## config.mk

```make
export PLATFORM = sky130hd
export DESIGN_NAME = lcd_frame_sched
export DESIGN_NICKNAME = d
export VERILOG_FILES = /design/src/rtl/lcd_frame_sched.sv
export SDC_FILE = /design/constraint.sdc
export NUM_CORES = 1
export LEC_CHECK = 0
export BUFFER_PORTS_ARGS = -buffer_cell sky130_fd_sc_hd__buf_2
export CAP_MARGIN = 40
export CELL_PAD_IN_SITES_DETAIL_PLACEMENT = 0
export CELL_PAD_IN_SITES_GLOBAL_PLACEMENT = 1
export CORE_UTILIZATION = 40
export CTS_BUF_LIST = sky130_fd_sc_hd__clkbuf_2
export CTS_CLUSTER_DIAMETER = 40
export DETAILED_ROUTE_END_ITERATION = 8
export PLACE_DENSITY = 0.73
export SLEW_MARGIN = 20
export SYNTH_ARGS = -nofsm -noshare
export SYNTH_HDL_FRONTEND = slang
export SYNTH_SLANG_ARGS = --single-unit
```

## constraint.sdc

```tcl
create_clock -name clk -period 2.25 [get_ports clk]
set_clock_uncertainty 0.15 [all_clocks]
set_input_delay 0.1125 -clock clk [delete_from_list [all_inputs] [get_ports clk]]
set_output_delay 0.1125 -clock clk [all_outputs]
set_load 0.01 [all_outputs]
```

## src/rtl/lcd_frame_sched.sv

```systemverilog
// -----------------------------------------------------------------------------
// lcd_frame_sched
//
// Arbitrates two bitmap sources (0 = game board, 1 = score overlay) for the
// LCD. A granted source gets the whole frame: the scheduler asks the bitmap
// converter for FRAME_BYTES bytes one at a time. Each byte is forwarded to the
// LCD driver tagged with its page/column. Then the scheduler idles for
// GAP_CYCLES before it arbitrates again. Ties alternate between the sources,
// and source 0 wins the first tie after reset.
//
// Optional feature: define LCD_FRAME_SCHED_TIMEOUT_EN to abort a frame when
// the converter fails to answer a byte request within TMO_CYCLES. This sets
// the sticky err_o flag. Without the macro the scheduler waits indefinitely
// and err_o is tied low.
//
// Ports
//   clk, rst_n     clock (rising edge), asynchronous active-low reset
//   req_i[1:0]     level update request per source, held until granted
//   gnt_o[1:0]     one-hot grant, held for the whole frame
//   src_sel_o      index of the granted source (converter table mux)
//   change_o       one-cycle pulse: converter must rebuild its bitmap
//   en_o           one-cycle byte request to the converter
//   data_valid_i   converter byte strobe, data_in_i[7:0] converter byte
//   lcd_ready_i    LCD driver accepts the presented byte
//   lcd_valid_o    byte presented, lcd_data_o/lcd_page_o/lcd_col_o its payload
//   frame_done_o   one-cycle pulse when the last byte of a frame is accepted
//   busy_o         scheduler is outside IDLE
//   err_o          sticky converter timeout flag
// -----------------------------------------------------------------------------
module lcd_frame_sched #(
    parameter int FRAME_BYTES = 512,
    parameter int GAP_CYCLES  = 16,
    parameter int TMO_CYCLES  = 1024
) (
    input  logic       clk,
    input  logic       rst_n,
    input  logic [1:0] req_i,
    output logic [1:0] gnt_o,
    output logic       src_sel_o,
    output logic       change_o,
    output logic       en_o,
    input  logic       data_valid_i,
    input  logic [7:0] data_in_i,
    input  logic       lcd_ready_i,
    output logic       lcd_valid_o,
    output logic [7:0] lcd_data_o,
    output logic [2:0] lcd_page_o,
    output logic [5:0] lcd_col_o,
    output logic       frame_done_o,
    output logic       busy_o,
    output logic       err_o
);

    localparam int GW = $clog2(GAP_CYCLES + 1);
    localparam logic [8:0]    LAST_BYTE = 9'(FRAME_BYTES - 1);
    localparam logic [GW-1:0] GAP_LAST  = GW'(GAP_CYCLES - 1);

    typedef enum logic [2:0] {
        IDLE, ARB, START, REQB, WAITB, PUSH, GAP
    } state_t;

    state_t        state_q;
    logic [1:0]    gnt_q;
    logic          src_sel_q;
    logic          change_q;
    logic          en_q;
    logic          lcd_valid_q;
    logic [7:0]    lcd_data_q;
    logic [2:0]    lcd_page_q;
    logic [5:0]    lcd_col_q;
    logic          frame_done_q;
    logic          busy_q;
    logic [8:0]    byte_cnt_q;
    logic [GW-1:0] gap_cnt_q;
    // Source that wins the next tie; flips to the other source on every grant.
    logic          prio_q;
    // Arbitration winner for the current request pattern.
    logic          win_d;

`ifdef LCD_FRAME_SCHED_TIMEOUT_EN
    localparam int TW = $clog2(TMO_CYCLES + 1);
    localparam logic [TW-1:0] TMO_LAST = TW'(TMO_CYCLES - 1);
    logic [TW-1:0] tmo_cnt_q;
    logic          err_q;
`endif

    always_comb begin
        win_d = 1'b0;
        case (req_i)
            2'b01:   win_d = 1'b0;
            2'b10:   win_d = 1'b1;
            2'b11:   win_d = prio_q;
            default: win_d = 1'b0;
        endcase
    end

    always_ff @(posedge clk or negedge rst_n) begin
        if (!rst_n) begin
            state_q      <= IDLE;
            gnt_q        <= 2'b00;
            src_sel_q    <= 1'b0;
            change_q     <= 1'b0;
            en_q         <= 1'b0;
            lcd_valid_q  <= 1'b0;
            lcd_data_q   <= 8'd0;
            lcd_page_q   <= 3'd0;
            lcd_col_q    <= 6'd0;
            frame_done_q <= 1'b0;
            busy_q       <= 1'b0;
            byte_cnt_q   <= 9'd0;
            gap_cnt_q    <= '0;
            prio_q       <= 1'b0;
`ifdef LCD_FRAME_SCHED_TIMEOUT_EN
            tmo_cnt_q    <= '0;
            err_q        <= 1'b0;
`endif
        end else begin
            // Strobes are single-cycle unless re-armed below.
            change_q     <= 1'b0;
            en_q         <= 1'b0;
            frame_done_q <= 1'b0;

            case (state_q)
                IDLE: begin
                    if (req_i != 2'b00) begin
                        state_q <= ARB;
                        busy_q  <= 1'b1;
                    end
                end

                ARB: begin
                    if (req_i == 2'b00) begin
                        // Requests are held until granted, so this only
                        // guards against a misbehaving requester.
                        state_q <= IDLE;
                        busy_q  <= 1'b0;
                    end else begin
                        gnt_q     <= win_d ? 2'b10 : 2'b01;
                        src_sel_q <= win_d;
                        prio_q    <= ~win_d;
                        change_q  <= 1'b1;  // high for the START cycle
                        state_q   <= START;
                    end
                end

                START: begin
                    byte_cnt_q <= 9'd0;
                    en_q       <= 1'b1;     // high for the REQB cycle
                    state_q    <= REQB;
                end

                REQB: begin
                    // en is only armed once the output buffer has drained,
                    // so exactly one byte is outstanding at the converter.
`ifdef LCD_FRAME_SCHED_TIMEOUT_EN
                    tmo_cnt_q <= '0;
`endif
                    state_q <= WAITB;
                end

                WAITB: begin
                    if (data_valid_i) begin
                        lcd_data_q  <= data_in_i;
                        lcd_page_q  <= byte_cnt_q[8:6];
                        lcd_col_q   <= byte_cnt_q[5:0];
                        lcd_valid_q <= 1'b1;
                        state_q     <= PUSH;
                    end
`ifdef LCD_FRAME_SCHED_TIMEOUT_EN
                    else if (tmo_cnt_q == TMO_LAST) begin
                        // Converter is stuck: drop the frame silently.
                        err_q     <= 1'b1;
                        gnt_q     <= 2'b00;
                        gap_cnt_q <= '0;
                        state_q   <= GAP;
                    end else begin
                        tmo_cnt_q <= tmo_cnt_q + 1'b1;
                    end
`endif
                end

                PUSH: begin
                    // Payload stays put until the driver takes it.
                    if (lcd_ready_i) begin
                        lcd_valid_q <= 1'b0;
                        if (byte_cnt_q == LAST_BYTE) begin
                            frame_done_q <= 1'b1;
                            gnt_q        <= 2'b00;
                            gap_cnt_q    <= '0;
                            state_q      <= GAP;
                        end else begin
                            byte_cnt_q <= byte_cnt_q + 1'b1;
                            en_q       <= 1'b1;
                            state_q    <= REQB;
                        end
                    end
                end

                GAP: begin
                    if (gap_cnt_q == GAP_LAST) begin
                        state_q <= IDLE;
                        busy_q  <= 1'b0;
                    end else begin
                        gap_cnt_q <= gap_cnt_q + 1'b1;
                    end
                end

                default: begin
                    state_q <= IDLE;
                    busy_q  <= 1'b0;
                end
            endcase
        end
    end

    assign gnt_o        = gnt_q;
    assign src_sel_o    = src_sel_q;
    assign change_o     = change_q;
    assign en_o         = en_q;
    assign lcd_valid_o  = lcd_valid_q;
    assign lcd_data_o   = lcd_data_q;
    assign lcd_page_o   = lcd_page_q;
    assign lcd_col_o    = lcd_col_q;
    assign frame_done_o = frame_done_q;
    assign busy_o       = busy_q;
`ifdef LCD_FRAME_SCHED_TIMEOUT_EN
    assign err_o        = err_q;
`else
    assign err_o        = 1'b0;
`endif

endmodule

```

# After elaboration in Yosys (flattened, before gate mapping)
# Cells that the tools add are included.
[classes]
addsub = 2
n_mul = 0
div_mod_pow = 0
order_cmp = 0
n_eq_ne = 19
shift = 0
n_mux = 35
bitwise_logic = 3
n_reduce_logical = 16
[ops]
columns = ["operator", "n"]
rows = [
  ["$pmux W3 S7", 1],
  ["$mux W9", 2],
  ["$ne A2 B2 Y1 const B", 9],
  ["$pmux W9 S2", 1],
  ["$reduce_and A4 Y1", 4],
  ["$mux W3", 5],
  ["$mux W5", 3],
  ["$mux W1", 12],
  ["$mux W2", 5],
  ["$pmux W5 S2", 1],
  ["$reduce_bool A2 Y1", 5],
  ["$add A9 B1 Y9 const B", 1],
  ["$eq A3 B3 Y1 const B", 3],
  ["$eq A9 B9 Y1 const B", 1],
  ["$eq A3 B2 Y1 const B", 2],
  ["$pmux W1 S2", 3],
  ["$reduce_and A3 Y1", 2],
  ["$add A5 B1 Y5 const B", 1],
  ["$eq A5 B4 Y1 const B", 1],
  ["$eq A2 B2 Y1 const B", 2],
  ["$pmux W1 S4", 1],
  ["$pmux W2 S2", 1],
  ["$reduce_and A2 Y1", 2],
  ["$reduce_or A4 Y1", 1],
  ["4 further kinds", 6],
]
[totals]
reg_bits = 43
latchBits = 0
ram_bits = 0
mem_bits_ro = 0
out_inout_bits = 26
wordCells = 89
mem_count = 0

# Longest topological paths before layout
[depth]
depth_word = 5
depth_mapped = 8

# Least setup slack after synthesis
# Ideal clock, no wire load.
[synth_timing]
kind = "register -> register"
from = "register byte_cnt_q[0]"
to = "register byte_cnt_q[3]"
arrival_time_ns = 1.633
required_time_ns = 2.023
slack_ns = 0.390
stages_incl_launch_ff = 8
path_buffers = 0
synth_period_minus_slack_ns = 1.860
cell_sequence = "dfrtp_1 ha_1 nand3_1 nor2_1 ha_1 nand4b_1 or3_1 a21oi_1"
[synth_between]
elab_chain_len = 4
elab_cells_between_ends = 7
classes_between = "1 x add/sub; 2 x eq/ne; 3 x mux; 1 x reduce/logical"
[synth_rtl]
columns = ["item", "line", "rtl"]
rows = [
  ["start: declaration", "73", "logic [8:0] byte_cnt_q;"],
  ["start signal: assignment", "192", "byte_cnt_q <= byte_cnt_q + 1'b1;"],
  ["$add A9 B1 Y9", "192", ""],
  ["$mux W9", "186", "if (byte_cnt_q == LAST_BYTE) begin"],
  ["$mux W9", "184", "if (lcd_ready_i) begin"],
  ["$pmux W9 S2", "123", "case (state_q)"],
]
# Several ways; a longest one is shown, not always the timed one. The select of a mux whose other input is x is not followed.
# A chain may end at the register's enable or synchronous reset.

# Worst setup path after layout
[layout_timing]
from = "register state_q[0]"
to = "register prio_q"
[layout_between]
elab_chain_len = 2
[layout_rtl]
columns = ["item", "line", "rtl"]
rows = [
  ["start: declaration", "62", "state_t state_q;"],
  ["start signal: assignment", "99", "state_q <= IDLE;"],
  ["start signal: assignment", "126", "state_q <= ARB;"],
  ["start signal: assignment", "135", "state_q <= IDLE;"],
  ["$eq A3 B1 Y1", "123", ""],
  ["$reduce_and A2 Y1 (no source line)", "-", ""],
  ["end signal: assignment", "140", "prio_q <= ~win_d;"],
  ["end: declaration", "76", "logic prio_q;"],
]
# No other way between the ends.

==> out/results.tsv <==
metric	value	unit
status	finished with violations	
failing checks	DRC	
clk slew on worst S/H paths	0.20	ns
Seq cells post-synth	43	
Synth area leaders	dfrtp_1 55%, mux2_2 11%, nand2_1 3.3%, o21ai_0 3.1%, nor2_1 2.9%	
WL final	3770	um
ys async rst share	100	%
Clock Latency Late Sink	0.38	ns
FF-to-FF path depth	6	
routability cong.	0.762	
unrepaired setup endpoints after global routing	false	
Clock Path Buffers	2	
wire length per cell	12.5	um
Initial Util	41.5	%
Crit Path Max Fanout	11	
Seq pwr share	48.0	%
root buffer cell	clkbuf_2	
ANT nets after route	0	
Yosys top cell area share	54.8	%
CTS tree	built	
CP Capture Type	flip-flop	
pin count of the biggest net entering global routing	34	
crit path time final	2.05	ns
dpl ws	0.225	ns
Hold Path Class	input port to async pin	
residual DRC count	2	
crit path kind	flip-flop to flip-flop	
Netlist cell types	40	
Iter 0 DRT Violations	81	
TritonRoute pass-1 iters	6	
share of layout cells above drive strength 1	31.6	%
die height	72.0	um
setup violators final	0	
Peak VDD IR	0.596	mV
sequential fraction of the synthesis area	54.8	%
H-tree levels	2	
die area	5190	sq um
Req. time, crit path	2.43	ns
hpwl dp	2700	um
remaining global-route overflow	0	
max-cap viol count	0	
IO buf count	38	
count leader, synth	dfrtp_1	
FP Rows	25	
Fin Setup TNS	0	ns
CTS Buf Count	5	
critical path arrival	2.24	ns
crit path from	state_q[0]$_DFFE_PN0P_	
Primary FF master, synth	dfrtp_1	
vias in the first global route	1438	
clock power share	12.0	%
Cells after Synth	175	
hold_ws	0.0387	ns
internal cell power	1.57	mW
I/O Pins	40	
Die Wd	72.0	um
number of max-slew violations in the final report	0	
Avg Cell Area, Syn	11.2	sq um
via count	1500	
Antenna diodes	0	
Non-Filler Instances	301	
pwr/cell area	1020	nW/um^2
Pleak	1.17	nW
placed insts	278	
clk sinks	43	
final net count	252	
Final Hold Vio Count	0	
maximum clock frequency	0.487	GHz
gr usage total	16.2	%
first-pass GRT wire length	6440	um
Ys Warns	0	
type of origin of the critical path	flip-flop	
syn nets	193	
Mapped Area	1960	sq um
setup bufs post-CTS	0	
post-synth top area cell	dfrtp_1	
initial antenna violation count	0	
period utilisation layout	91.3	%
Vias/cell	4.98	
logic gate share of total power	40.0	%
Post-synth top cells	43 x dfrtp_1, 19 x mux2_2, 17 x nand2_1, 15 x nor2_1, 12 x o21ai_0	
worst r2r src	state_q[0]$_DFFE_PN0P_	
EDFF count, synth	0	
net switching power	919	uW
Sw Ratio	37.0	%
CORE AREA	4720	sq um
Area growth syn-to-layout	24.2	%
final worst slack	0.195	ns
kinds of logic (layout without fill, tap and decap cells):
family | after synthesis | after routing | share of synthesized area [%]
AOI/OAI and AO/OA | 28 | 28 | 8.16
xor gates and xnor gates | 7 | 7 | 3.13
adders and majority gates | 4 | 4 | 2.55
buffers and inverters | 14 | 73 | 3.51
DFF | 43 | 43 | 54.8
muxes | 19 | 19 | 10.9
other | 1 | 1 | 0.191
and+or+nand+nor | 59 | 59 | 16.7
routing by layer:
layer / track usage, % / vias up / share of wire (%)
met3: 4.17 / 5 / 3.8
li1: - / 728 / -
met2: 27.8 / 35 / 51
met4: 5.88 / 0 / 1.1
met1: 19.7 / 732 / 44
met5: 0 / - / 0
stage by stage:
step	power [mW]	cell area [sq um]	utilization, %
2_1_floorplan	1.83	1960	-
3_5_place_dp	2.17	2240	47.5
6_report	2.48	2440	51.6
4_1_cts	2.51	2440	51.6
5_1_grt	2.68	2440	51.6
3_3_place_gp	2.12	2220	47.1
layout by cell type (no fill, tap or decap), types with 2 or more instances in the layout:
cell type,count
dfrtp_1,43
inv_1,6
o22ai_1,2
nand4_1,2
nand3_1,3
buf_4,4
nor3_1,5
o21ai_0,12
mux2_2,19
nand2_1,17
dlygate4sd3_1,16
a31oi_1,2
nand2b_1,2
a21oi_1,7
xor2_1,2
ha_1,4
xnor2_1,5
clkbuf_2,5
and3_1,2
nor2_1,15
buf_2,38
nor3b_1,2
state kept, by name, indices dropped and copies added (netlist names):
signal and flops:
frame_done_o 1, change_o 1, lcd_valid_o 1, lcd_page_o 3, prio_q 1, gap_cnt_q 5
lcd_col_o 6, en_o 1, src_sel_o 1, gnt_o 2, busy_o 1, byte_cnt_q 9
state_q 3, lcd_data_o 8
worst paths after layout:
kind,to,slack [ns]
worst max-delay path,prio_q$_DFFE_PN0P_,0.20
worst min-delay path,lcd_data_o[0]$_DFFE_PN0P_,0.04
worst max register to register,prio_q$_DFFE_PN0P_,0.20
worst min register to register,lcd_data_o[6]$_DFFE_PN0P_,0.38
max in group asynchronous,gap_cnt_q[4]$_DFFE_PN0P_,1.03
min in group clk,lcd_data_o[4]$_DFFE_PN0P_,0.33
power groups by stage:
stage / sequential, mW / clock [mW] / combinational [mW]
6_report: 1.19 / 0.298 / 0.994
5_1_grt: 1.23 / 0.341 / 1.11
4_1_cts: 1.19 / 0.316 / 1.00
3_5_place_dp: 1.21 / 0 / 0.962
3_3_place_gp: 1.19 / 0 / 0.929
2_1_floorplan: 1.24 / 0 / 0.589
final cells by class:
| cell class | instances | area (sq um) |
|---|---|---|
| multi-input combinational | 118 | 817 |
| clock inverter | 2 | 8.76 |
| inverter | 7 | 26.3 |
| fill | 469 | 2290 |
| tap | 67 | 83.8 |
| sequential | 43 | 1080 |
| timing repair buffer | 59 | 400 |
| clock buffer | 5 | 25.0 |
critical path: stages, from the launching register on:
cell and delay [ns]:
dfrtp_1 0.51, buf_4 0.22, nand2b_1 0.12, nor2_1 0.20, a21oi_1 0.10, a31oi_1 0.15
dlygate4sd3_1 0.56
repair_timing:
| item | CTS | global route |
|---|---|---|
| hold endpoints to repair | 60 | 0 |
| gates resized for setup | 0 | 0 |
| hold buffers | 16 | 0 |
Note: power is estimated with default switching activity, not from simulation.
